`src/rtl/rr_onehot_arbiter_if.sv`:
```
// Handshake bundle between the round-robin arbiter and its grant consumer.
// Carries grant_idx only when RR_ARB_IDX_EN is defined.
interface rr_onehot_arbiter_if #(
    parameter int WIDTH = 4
);
    localparam int IW = (WIDTH > 1) ? $clog2(WIDTH) : 1;

    logic [WIDTH-1:0] req;
    logic [WIDTH-1:0] grant;
    logic             grant_valid;
    logic             grant_ack;
`ifdef RR_ARB_IDX_EN
    logic [IW-1:0]    grant_idx;
`endif

    modport master (
        input  req,
        input  grant_ack,
        output grant,
        output grant_valid
`ifdef RR_ARB_IDX_EN
        , output grant_idx
`endif
    );

    modport slave (
        output req,
        output grant_ack,
        input  grant,
        input  grant_valid
`ifdef RR_ARB_IDX_EN
        , input grant_idx
`endif
    );
endinterface

```
`src/rtl/rr_onehot_arbiter.sv`:
```
// Round-robin arbiter with a registered one-hot grant held under valid/ack.
// Optional feature macro RR_ARB_IDX_EN adds a registered binary grant_idx output.
module rr_onehot_arbiter #(
    parameter int WIDTH = 4
) (
    input  logic                 clk,
    input  logic                 rst,
    rr_onehot_arbiter_if.master  bus
);
    localparam int IW = (WIDTH > 1) ? $clog2(WIDTH) : 1;

    typedef enum logic {IDLE, BUSY} state_e;

    state_e           state_q, state_d;
    logic [WIDTH-1:0] grant_q, grant_d;
    logic [IW-1:0]    idx_q,   idx_d;
    logic [IW-1:0]    ptr_q,   ptr_d;

    logic [IW-1:0]    next_ptr;
    logic [IW-1:0]    scan_ptr;
    logic [WIDTH-1:0] rot;
    logic [WIDTH-1:0] pick;
    logic [IW-1:0]    pick_idx;
    logic             found;
    int               pos;

    always_ff @(posedge clk) begin
        if (rst) begin
            state_q <= IDLE;
            grant_q <= '0;
            idx_q   <= '0;
            ptr_q   <= '0;
        end else begin
            state_q <= state_d;
            grant_q <= grant_d;
            idx_q   <= idx_d;
            ptr_q   <= ptr_d;
        end
    end

    // An acked grant re-arbitrates on the same edge, so the scan must already use the advanced pointer.
    always_comb begin
        next_ptr = (int'(idx_q) == WIDTH - 1) ? '0 : idx_q + IW'(1);
        scan_ptr = (state_q == BUSY) ? next_ptr : ptr_q;
        rot      = WIDTH'({bus.req, bus.req} >> scan_ptr);
        found    = 1'b0;
        pick_idx = '0;
        pos      = 0;
        for (int k = 0; k < WIDTH; k++) begin
            if (!found && rot[k]) begin
                found = 1'b1;
                pos   = int'(scan_ptr) + k;
                if (pos >= WIDTH) pos = pos - WIDTH;
                pick_idx = IW'(pos);
            end
        end
        pick = found ? (WIDTH'(1) << pick_idx) : '0;
    end

    always_comb begin
        state_d = state_q;
        grant_d = grant_q;
        idx_d   = idx_q;
        ptr_d   = ptr_q;
        case (state_q)
            IDLE: begin
                if (found) begin
                    grant_d = pick;
                    idx_d   = pick_idx;
                    state_d = BUSY;
                end
            end
            BUSY: begin
                if (bus.grant_ack) begin
                    ptr_d = next_ptr;
                    if (found) begin
                        grant_d = pick;
                        idx_d   = pick_idx;
                    end else begin
                        grant_d = '0;
                        idx_d   = '0;
                        state_d = IDLE;
                    end
                end
            end
            default: state_d = IDLE;
        endcase
    end

    always_comb begin
        bus.grant       = grant_q;
        bus.grant_valid = (state_q == BUSY);
`ifdef RR_ARB_IDX_EN
        bus.grant_idx   = idx_q;
`endif
    end
endmodule

```
`src/flat_wrapper.sv`:
```
// flat-port wrapper written by rule: the top's interface ports become plain ports
module rr_onehot_arbiter_flat 
#(
    parameter int WIDTH = 4
)
  (clk, rst, bus_req, bus_grant_ack, bus_grant, bus_grant_valid);
  rr_onehot_arbiter_if #(.WIDTH(WIDTH)) bus_i ();
  input  logic clk;
  input  logic rst;
  input wire logic [$bits(bus_i.req)-1:0] bus_req;
  input wire logic [$bits(bus_i.grant_ack)-1:0] bus_grant_ack;
  output wire logic [$bits(bus_i.grant)-1:0] bus_grant;
  output wire logic [$bits(bus_i.grant_valid)-1:0] bus_grant_valid;
  assign bus_i.req = bus_req;
  assign bus_i.grant_ack = bus_grant_ack;
  assign bus_grant = bus_i.grant;
  assign bus_grant_valid = bus_i.grant_valid;
  rr_onehot_arbiter #(.WIDTH(WIDTH)) u_core (.clk(clk), .rst(rst), .bus(bus_i));
endmodule
```
`config.mk`:
```
export PLATFORM = sky130hd
export DESIGN_NAME = rr_onehot_arbiter_flat
export DESIGN_NICKNAME = d
export VERILOG_FILES = /design/src/rtl/rr_onehot_arbiter_if.sv /design/src/rtl/rr_onehot_arbiter.sv /design/src/flat_wrapper.sv
export SDC_FILE = /design/constraint.sdc
export NUM_CORES = 1
export LEC_CHECK = 0
export CAP_MARGIN = 20
export CORE_AREA = 2 2 39 41
export DETAILED_ROUTE_END_ITERATION = 10
export DIE_AREA = 0 0 41 43
export MAX_ROUTING_LAYER = met4
export PLACE_DENSITY = 0.74
export SLEW_MARGIN = 30
export SYNTH_ARGS = -nofsm -noshare
export SYNTH_HDL_FRONTEND = slang
export SYNTH_SLANG_ARGS = --single-unit
```
`constraint.sdc`:
```
create_clock -name clk -period 2.67 [get_ports clk]
set_input_delay 0.534 -clock clk [delete_from_list [all_inputs] [get_ports clk]]
set_output_delay 0.534 -clock clk [all_outputs]
set_load 0.02 [all_outputs]
```
* Yosys cells after proc, flatten, opt, wreduce, memory -nomap -nowiden
Cells that the tools add are included.
** Word-level totals
- Register bits :: 9
- Latch bits :: 0
- Memory bits (writable) :: 0
- Bits in read-only memories :: 0
- Output and inout bits :: 5
- Logic and storage cells :: 55
- Memories :: 0
** Cells by class
- $add $sub $neg :: 8
- Multiply operators :: 0
- Divide/modulo/power cells :: 0
- $lt $le $gt $ge :: 4
- Equal/unequal tests :: 3
- Shifts and indexed selects :: 2
- Multiplexer cells :: 25
- Bitwise gates (word level) :: 1
- Reductions and logical operators :: 8
** Operator list (count)
- two-way mux 2 bit :: 13
- two-way mux 4 bit :: 3
- >= comparator 3 bit, second input constant :: 3
- case mux 4 bit (2 select lines) :: 1
- >> shifter 8 x 2 -> 4 bit :: 1
- subtractor 2 x 1 -> 2 bit, second input constant :: 4
- adder 2 x 2 -> 3 bit, second input constant :: 2
- two-way mux 1 bit :: 6
- case mux 2 bit (2 select lines) :: 1
- AND reduction 2 bit :: 2
- << shifter 1 x 2 -> 4 bit, first input constant :: 1
- adder 2 x 1 -> 3 bit, second input constant :: 1
- >= comparator 2 x 3 -> 1 bit, second input constant :: 1
- logical AND 1 bit :: 3
- zero test 1 bit :: 3
- adder 2 x 1 -> 2 bit, second input constant :: 1
- equality test 2 x 1 -> 1 bit, second input constant :: 1
- != test 2 x 1 -> 1 bit, second input constant :: 1
- != test 2 bit, second input constant :: 1
- case mux 1 bit (2 select lines) :: 1
- inverter 1 bit :: 1

* Depth between registers and ports, before layout
Gate-level depths: netlist of the first run.
- Depth in word-level cells :: 18
- Depth in mapped cells :: 6
- Gate-level depth less buffers :: 6

* Worst setup path before layout of the first run
OpenSTA, ideal clock, no wires.
- Path type :: reg2reg
- Start :: reg u_core.idx_q[0]
- End :: reg u_core.grant_q[0] (netlist: u_core.bus.grant[0])
- Setup time :: 117 ps
- Arrival time :: 1805 ps
- Data required time :: 2553 ps
- Path slack :: 747 ps
- Cell stages (with the launch flop) :: 7
- Buffers on the path :: 0
- Clock period less this slack :: 1923 ps
- Cells stage by stage :: dfxtp_1 ha_1 mux2_4 and3_4 a21o_1 a311o_1 a32o_1
** Between the ends
- Longest elaborated chain between the ends :: 18
- Elaborated cells between the ends (all ways) :: 41
** Ends and longest elaborated chain
- start: declaration :: line rr_onehot_arbiter.sv:16 : logic [IW-1:0] idx_q, idx_d;
- start signal: assignment :: line rr_onehot_arbiter.sv:36 : idx_q <= idx_d;
- adder 2 x 1 -> 2 bit / equality test 2 x 1 -> 1 bit (equally long branches) :: line rr_onehot_arbiter.sv:43 : next_ptr = (int'(idx_q) == WIDTH - 1) ? '0 : idx_q + IW'(1);
- two-way mux 2 bit * :: line rr_onehot_arbiter.sv:43
- via u_core.next_ptr[1] :: line rr_onehot_arbiter.sv:19 : logic [IW-1:0] next_ptr;
- two-way mux 2 bit * :: line rr_onehot_arbiter.sv:44 : scan_ptr = (state_q == BUSY) ? next_ptr : ptr_q;
- parallel branches: the longest is 15 deep, another holds adder 2 x 1 -> 3 bit
- end signal: assignment :: line rr_onehot_arbiter.sv:35 : grant_q <= grant_d;
- end: declaration :: line rr_onehot_arbiter.sv:15 : logic [WIDTH-1:0] grant_q, grant_d;
Mark *: on every way through the listed nets, which the timed path passes. The select of a mux whose other input is x is not followed.
A chain may end at the register's enable or synchronous reset.

* Final worst setup path of the first run
- Start :: reg u_core.idx_q[0]
- End :: reg u_core.grant_q[3] (netlist: u_core.bus.grant[3])
The elaborated chain is that of the path after synthesis.

==> flow_summary_export.csv, run 1 <==
group,metric,value,unit
setup_path,worstPathArrival,2270,ps
timing,fin_setup_tns,0,ps
run_status,status,"complete, no violations",
yosys,ys_types,25,
global_routing,grt_usage,15.2,%
route,drt_iter0_drc,12,
layout,diodes,0,
yosys,synth_largest_area_cell,"dfxtp_1",
global_routing,grt_max_degree,11,
timing,finalCritPeriodShare,77.4,%
yosys,yosys-top-cells-count,"dfxtp_1, nor2_1, a32o_1, inv_1",
setup_path,critPathCaptureType,"flop",
cts,cts_resized,0,
yosys,async_flop_share,0,%
yosys,yosysTopAreaCellShare,35.6,%
power,ir_worst_vdd,220,µV
global_routing,antenna_found_initial,0,
timing,max_freq,484,MHz
layout,syn_to_final_growth,28.7,%
route,viasPerCell,5.57,
setup_path,cp-start-kind,"flop",
setup_path,worstSetupPathType,"reg -> reg",
yosys,yosysMostFrequentCell,"dfxtp_1",
cts,clockBufferDepth,2,
cts,cts_tree,"yes",
yosys,synthCells,56,
floorplan,fp.dieArea,1760,µm²
layout,fill_cells,135,
timing,finalSetupViolCount,0,
timing,slew_violations,0,
power,power.density,572,nW/µm²
global_routing,grt_pass1_wl,1710,µm
layout,layout-drive-gt1-share,7.14,%
floorplan,fp.coreArea,1380,µm²
placed_design,place.port_buffers,11,
route,wl_per_cell,12.4,µm
yosys,netlist_area,505,µm²
setup_path,critPathMaxFanout,4,
placed_design,dp_slack,354,ps
min_path,hold-path-endpoint,"u_core.bus.grant[2]",
cts,clk_latency,260,ps
yosys,syn_nets,64,
floorplan,initial_core_util,36.5,%
setup_path,crit_chain,"ha_1 > mux2_4 > and3_4 > a21o_1 > a311oi_1 > a32o_1",
yosys,synth.area.top_cells,"dfxtp_1, a32o_1, a221oi_1",
placed_design,gp_congestion,0.694,
setup_path,cp.required,2870,ps
route,first_pass_iters,6,
route,routed_wl,1060,µm
min_path,hold_path_class,"reg -> reg",
cts,cts-htree-levels,1,
yosys,avgSynthCellArea,9.03,µm²
global_routing,grt_pass1_vias,400,
floorplan,num_io_pins,12,
setup_path,r2r_cells,6,
flow_run,cap_viol_max_count,0,
floorplan,chipWidth,41,µm
yosys,synth-edff-count,0,
floorplan,row_count,14,
timing,max-slew-margin-rel,66.9,%
power,leakage,0.256,nW
cts,clk_pin_slew_worst_paths,60,ps
cts,hold_buffers,0,
cts,cts_setup_buffers,0,
global_routing,grt_overflow,0,
route,vias,479,
route,drc,0,
setup_path,worstReg2RegEnd,"u_core.bus.grant[3]",
yosys,yosysSeqAreaShare,35.6,%
timing,min_period,2070,ps
route,drtAntennaViolNets,0,
floorplan,die_h,43,µm
timing,hold_violations,0,
timing,tightest_slew,494,ps
timing,setup_slack,603,ps
yosys,synth.ff_latch_count,9,
yosys,yosys_warnings,0,
cts,cts_made_buffers,3,
cts,clock-sinks,9,
setup_path,crit_path_max_incr_delay,460,ps
yosys,ys.flop_type,"dfxtp_1",
layout,fin_nets,79,
setup_path,r2r_slack,600,ps
setup_path,reg2reg_from,"u_core.idx_q[0]",
cts,cts-root-buf,"clkbuf_4",
placed_design,dpl.hpwl,779,µm
timing,rsz0062_at_grt,"false",
min_path,worstHoldStart,"u_core.bus.grant[2]",
timing,finClkSkew,5.27,ps
min_path,hold_depth,1,
setup_path,crit_slowest_cell,"a311oi_1",
-- metrics by stage --
| stage | power [mW] | util, % | cell area, µm² | hold WS (ps) | cells |
|---|---|---|---|---|---|
| after floorplan | 0.230 | - | 505 | 455 | 56 |
| after global placement | 0.267 | 45.1 | 624 | 457 | 82 |
| after detailed placement | 0.267 | 45.1 | 624 | 463 | 82 |
| after CTS | 0.375 | 47.0 | 651 | 480 | 86 |
| after global routing | 0.402 | 47.0 | 651 | 508 | 86 |
| final | 0.372 | 47.0 | 651 | 478 | 86 |
-- cell usage in the layout (no fill, tap or decap), types with 2 or more instances in the layout --
cell / n
nand2_1: 3
and2_1: 3
nor2b_1: 3
nor3_1: 2
a21oi_1: 2
clkdlybuf4s50_1: 11
dfxtp_1: 9
mux2i_1: 2
inv_1: 4
a221oi_1: 3
a31oi_1: 2
nor2_1: 6
a32o_1: 4
clkbuf_4: 3
-- routing by layer --
metal	part of all wire (%)	vias up	global-route usage (%)
met5	0	-	-
met2	44	14	18.8
li1	-	242	-
met4	2.0	0	10.0
met1	50	220	20.5
met3	4.1	3	4.71
-- state kept, by name, indices dropped and copies added (netlist names) --
signal and flops:
u_core.bus.grant 4, u_core.bus.grant_valid 1, u_core.idx_q 2, u_core.ptr_q 2
-- power breakdown --
group,leakage (nW),switching [mW],internal (mW)
Clock,0.0150,0.0487,0.0577
Sequential,0.0740,0.0104,0.147
Combinational,0.167,0.0542,0.0544
-- worst max path at each step --
stage                                from                  end  slack [ps]  cells after the start
after detailed placement       bus_req[1]  u_core.bus.grant[1]         350                      5
final                     u_core.idx_q[0]  u_core.bus.grant[3]         600                      6
after global routing      u_core.idx_q[0]  u_core.bus.grant[1]         510                      6
after global placement         bus_req[1]  u_core.bus.grant[1]         350                      5
after floorplan           u_core.idx_q[0]  u_core.bus.grant[0]         750                      6
after CTS                      bus_req[1]  u_core.bus.grant[1]         630                      5
-- cell type report --
class                      instances  area (µm²)  share of cell area (%)
timing repair buffer              11         110                    16.9
multi-input combinational         42         299                    46.0
tap                               16        20.0                    3.08
inverter                           4        15.0                    2.31
clock buffer                       4        26.3                    4.04
sequential                         9         180                    27.7
-- worst max-delay path: cells and delay by family, from the launching register on --
family                     cells  cell delay, ps
DFF                            1             330
muxes                          1             290
AOI/OAI and AO/OA              3             860
adders and majority gates      1             350
and+or+nand+nor                1             180
-- kinds of logic (layout without fill, tap and decap cells) --
| family | count (synthesis) | in the layout | share of synthesized area, % |
|---|---|---|---|
| multiplexers | 3 | 3 | 6.93 |
| AND/OR/NAND/NOR | 21 | 21 | 22.3 |
| AO/OA/AOI/OAI | 17 | 17 | 27.5 |
| adder cells (fa/ha/maj) | 1 | 1 | 2.47 |
| flip-flops | 9 | 9 | 35.6 |
| buffers and inverters | 5 | 19 | 5.20 |
No activity file was read; power rests on OpenSTA's default activity.
==> run 2, diff against run 1 <==
- clock period: 2.67 -> 2 ns (I/O delays scaled with it)
==> flow_summary_export.csv, run 2 (synthesis results as in run 1) <==
group,metric,value,unit
route,drt_iter0_drc,3,
cts,cts_setup_buffers,0,
global_routing,grt_overflow,0,
layout,layout-drive-gt1-share,20.3,%
run_status,status,"complete, no violations",
setup_path,path_delay_family,"compound AO/OA/AOI/OAI gates",
route,vias,512,
layout,multi_input_area,312,µm²
floorplan,initial_core_util,36.5,%
layout,mostFrequentLayoutCells,"clkdlybuf4s50_1, buf_4, dfxtp_1",
timing,finClkSkew,3.51,ps
setup_path,critPathMaxFanout,3,
setup_path,cp.required,2150,ps
setup_path,worst-path-buf-inv,2,
floorplan,row_count,14,
timing,hold_violations,0,
setup_path,worstSetupPathType,"reg -> reg",
route,drc,0,
layout,stdcell_area,731,µm²
global_routing,grt.busiest_layer,"met2",
route,routed_wl,1250,µm
timing,slew_violations,0,
cts,cts-root-buf,"clkbuf_4",
layout,largest_reg_flops,4,
floorplan,fp.coreArea,1380,µm²
min_path,hold_depth,1,
cts,hold_buffers,0,
floorplan,fp.dieArea,1760,µm²
cts,clockBufferDepth,2,
route,wl_per_cell,13.2,µm
route,drtAntennaViolNets,0,
global_routing,grt_pass1_wl,1910,µm
setup_path,r2r_slack,60,ps
placed_design,dpl.hpwl,971,µm
setup_path,critPathCaptureType,"flop",
cts,clk_latency,260,ps
floorplan,num_io_pins,12,
timing,max_freq,515,MHz
min_path,hold-path-endpoint,"u_core.bus.grant[2]",
flow_run,cap_viol_max_count,0,
cts,cts_made_buffers,3,
setup_path,crit_chain,"ha_1 > buf_4 > mux2i_1 > and2_1 > a21o_1 > a311oi_1 > buf_4 > a32o_1",
setup_path,reg2reg_from,"u_core.idx_q[1]",
global_routing,use_met1,18.1,%
setup_path,worstReg2RegEnd,"u_core.bus.grant[3]",
cts,cts_tree,"yes",
global_routing,grt_use_met3,3.14,%
layout,fin_nets,88,
timing,min_period,1940,ps
cts,clk_pin_slew_worst_paths,60,ps
layout,seq_area,180,µm²
power,ir_worst_vdd,287,µV
setup_path,crit_slowest_cell,"ha_1",
timing,tightest_slew,435,ps
placed_design,place.port_buffers,11,
route,viasPerCell,5.39,
global_routing,grt_usage,16.3,%
setup_path,r2r_cells,8,
cts,clock-sinks,9,
layout,diodes,0,
power,leakage,0.302,nW
layout,fill_cells,130,
layout,layout.cells.most_common,"clkdlybuf4s50_1",
setup_path,worstPathArrival,2090,ps
setup_path,crit_path_max_incr_delay,320,ps
min_path,worstHoldStart,"u_core.bus.grant[2]",
timing,max-slew-margin-rel,70.2,%
placed_design,place_area,692,µm²
setup_path,cp_common_cell,"buf_4",
timing,whs,475,ps
setup_path,cp-start-kind,"flop",
timing,finalCritPeriodShare,97.2,%
timing,finalSetupViolCount,0,
global_routing,met2_usage,27.2,%
floorplan,die_h,43,µm
route,first_pass_iters,5,
global_routing,grt_pass1_vias,475,
placed_design,gp_congestion,0.755,
floorplan,chipWidth,41,µm
global_routing,antenna_found_initial,0,
power,power.density,723,nW/µm²
min_path,hold_path_class,"reg -> reg",
cts,cts-htree-levels,1,
global_routing,grt_max_degree,10,
layout,syn_to_final_growth,44.6,%
## run 2: cell count changes in the layout (fill, tap and decap cells not counted), sizes merged
cell | before | now
buf | 0 | 9
## run 2: routing by layer
layer  routed length, µm  up-vias  part of all wire [%]
li1                    -      259                     -
met1                 584      248                    47
met2                 644        5                    51
met3                  22        0                   1.8
met4                   0        0                     0
met5                   0        -                     0
## run 2: worst max path at each step
| stage | depth (start not counted) | to | slack (ps) | from |
|---|---|---|---|---|
| floorplan | 6 | u_core.bus.grant[0] | 80 | u_core.idx_q[0] |
| global placement | 5 | u_core.bus.grant[1] | -80 | bus_req[1] |
| detailed placement | 6 | u_core.bus.grant[0] | -110 | bus_req[3] |
| CTS | 6 | u_core.bus.grant[0] | 10 | u_core.idx_q[0] |
| global route | 8 | u_core.bus.grant[1] | -40 | u_core.idx_q[1] |
| finish | 8 | u_core.bus.grant[3] | 60 | u_core.idx_q[1] |
## run 2: what timing repair did
item	4_1_cts	5_1_grt
endpoints found under the setup margin	0	3
gates resized for setup	0	2
hold endpoints to repair	0	0
## run 2: final cells by class
type                    count  share of cell area (%)
inverters                   4                    2.05
well taps                  16                    2.74
multi-input cells          42                    42.6
clock buffers               4                    3.60
flip-flops and latches      9                    24.7
repair buffers             20                    24.3
## run 2: per-stage QoR
step | setup TNS [ps] | power (mW) | std cells | setup WS [ps] | utilization [%]
after floorplan | 0 | 0.307 | 56 | 77.3 | -
after global placement | -339 | 0.381 | 91 | -79.6 | 50.0
after detailed placement | -461 | 0.383 | 91 | -105 | 50.0
after CTS | 0 | 0.528 | 95 | 9.82 | 51.9
after global routing | -103 | 0.562 | 95 | -42.3 | 52.8
final | 0 | 0.528 | 95 | 56.7 | 52.8
## run 2: worst register-to-register path, stage by stage (launching register included)
cell      delay (ps)
dfxtp_1          310
ha_1             320
buf_4            150
mux2i_1          210
and2_1           210
a21o_1           150
a311oi_1          60
buf_4            170
a32o_1           250
## run 2: power breakdown
part | internal [mW] | switching [mW]
combinational | 0.0953 | 0.0861
sequential | 0.196 | 0.00986
clock | 0.0769 | 0.0639
==> run 3, diff against run 2 <==
==> constraint.sdc (replaced) <==
create_clock -name clk -period 2 [get_ports clk]
set_input_delay 0.4 -clock clk [delete_from_list [all_inputs] [get_ports clk]]
set_output_delay 0.4 -clock clk [all_outputs]
set_load 0.1 [all_outputs]
==> flow_summary_export.csv, run 3 (synthesis results as in run 1) <==
group,metric,value,unit
run_status,status,"complete, no violations",
setup_path,path_delay_family,"compound AO/OA/AOI/OAI gates",
floorplan,num_io_pins,12,
route,wl_per_cell,12.2,µm
power,p_switching,0.213,mW
floorplan,initial_core_util,36.5,%
timing,min_period,1940,ps
setup_path,r2r_slack,60,ps
setup_path,cp-endpoint,"u_core.bus.grant[0]",
power,leakage,0.297,nW
floorplan,row_count,14,
timing,whs,468,ps
cts,cts-root-buf,"clkbuf_4",
route,first_pass_iters,4,
power,seqPwrFrac,36.2,%
setup_path,worstPathArrival,2100,ps
layout,layout-drive-gt1-share,26.0,%
layout,fin_nets,86,
floorplan,fp.coreArea,1380,µm²
timing,rsz0062_at_grt,"false",
setup_path,worst-path-buf-inv,0,
global_routing,grt_max_degree,11,
setup_path,crit_start,"u_core.idx_q[0]",
route,drtAntennaViolNets,0,
cts,clockBufferDepth,2,
power,intPower,0.362,mW
cts,hold_buffers,0,
power,power_frac_comb,39.2,%
floorplan,die_h,43,µm
route,vias,513,
floorplan,chipWidth,41,µm
timing,finalCritPeriodShare,97.0,%
timing,hold_violations,0,
layout,fill_cells,130,
route,drc,0,
power,power.total,0.576,mW
setup_path,cp-start-kind,"flop",
setup_path,critPathCaptureType,"flop",
setup_path,worstSetupPathType,"reg -> reg",
layout,final_util,50.9,%
setup_path,crit_chain,"ha_1 > mux2_4 > and3_4 > a21o_1 > a311o_1 > a32o_1",
setup_path,reg2reg_from,"u_core.idx_q[0]",
route,viasPerCell,5.52,
cts,clk_latency,260,ps
power,ir_worst_vdd,397,µV
setup_path,critPathMaxFanout,3,
min_path,hold_path_class,"reg -> reg",
layout,diodes,0,
placed_design,place_area,668,µm²
power,power.density,817,nW/µm²
global_routing,grt_overflow,0,
timing,finalSetupViolCount,0,
layout,layout.cells.most_common,"buf_4",
setup_path,cp.depth,6,
setup_path,cp.required,2160,ps
flow_run,cap_viol_max_count,0,
timing,finClkSkew,1.22,ps
cts,clock-sinks,9,
min_path,hold_depth,1,
route,routed_wl,1140,µm
global_routing,grt_pass1_vias,505,
timing,tightest_slew,429,ps
cts,cts_tree,"yes",
layout,syn_to_final_growth,39.4,%
global_routing,antenna_found_initial,0,
layout,largest_reg_flops,4,
timing,max_freq,515,MHz
power,power_frac_clock,24.5,%
setup_path,crit_slowest_cell,"ha_1",
placed_design,gp_congestion,0.660,
route,drt_iter0_drc,14,
timing,slew_violations,0,
min_path,worstHoldStart,"u_core.bus.grant[2]",
setup_path,crit_path_max_incr_delay,330,ps
timing,fin_setup_tns,0,ps
placed_design,dpl.hpwl,894,µm
floorplan,fp.dieArea,1760,µm²
cts,cts-htree-levels,1,
global_routing,grt_pass1_wl,1850,µm
power,swShare,37.1,%
global_routing,grt_usage,15.7,%
layout,mostFrequentLayoutCells,"buf_4, dfxtp_1, nor2_1, clkdlybuf4s50_1",
cts,cts_made_buffers,3,
setup_path,worstReg2RegEnd,"u_core.bus.grant[0]",
placed_design,place.port_buffers,11,
timing,max-slew-margin-rel,70.6,%
cts,clk_pin_slew_worst_paths,60,ps
setup_path,r2r_cells,6,
layout,stdcell_area,704,µm²
==> run 3: area by class of cell <==
type,count,area (µm²),share of cell area (%)
Inverter,4,15.0,2.13
Tap cell,16,20.0,2.84
Multi-Input combinational cell,42,309,43.9
Sequential cell,9,184,26.1
Timing Repair Buffer,18,150,21.3
Clock buffer,4,26.3,3.73
==> run 3: power groups by stage <==
stage	registers, mW	clock network [mW]	logic [mW]
2_1_floorplan	0.277	0	0.0861
3_3_place_gp	0.212	0	0.219
3_5_place_dp	0.212	0	0.220
4_1_cts	0.208	0.145	0.221
5_1_grt	0.211	0.153	0.241
6_report	0.209	0.141	0.226
==> run 3: metrics by stage <==
step           setup WS [ps]  std cells
4_1_cts                 54.4         93
6_report                60.0         93
5_1_grt                 9.13         93
3_3_place_gp            -109         89
2_1_floorplan           29.4         56
3_5_place_dp            -132         89
==> run 3: worst min-delay path by stage <==
stage                     endpoint  slack (ps)
6_report       u_core.bus.grant[2]         470
3_5_place_dp   u_core.bus.grant[2]         460
3_3_place_gp   u_core.bus.grant[2]         460
4_1_cts        u_core.bus.grant[2]         470
2_1_floorplan      u_core.ptr_q[1]         460
5_1_grt        u_core.bus.grant[3]         500
==> run 3: what timing repair did <==
| item | in CTS | in global routing |
|---|---|---|
| buffers inserted | 0 | 0 |
| endpoints found under the setup margin | 0 | 2 |
| gates resized for setup | 0 | 2 |
==> run 3: metal layers <==
layer,up-vias,track usage (%),part of all wire [%]
li1,259,-,-
met1,231,14.6,40
met2,18,27.8,52
met3,5,1.57,4.8
met4,0,10.0,3.0
met5,-,-,0
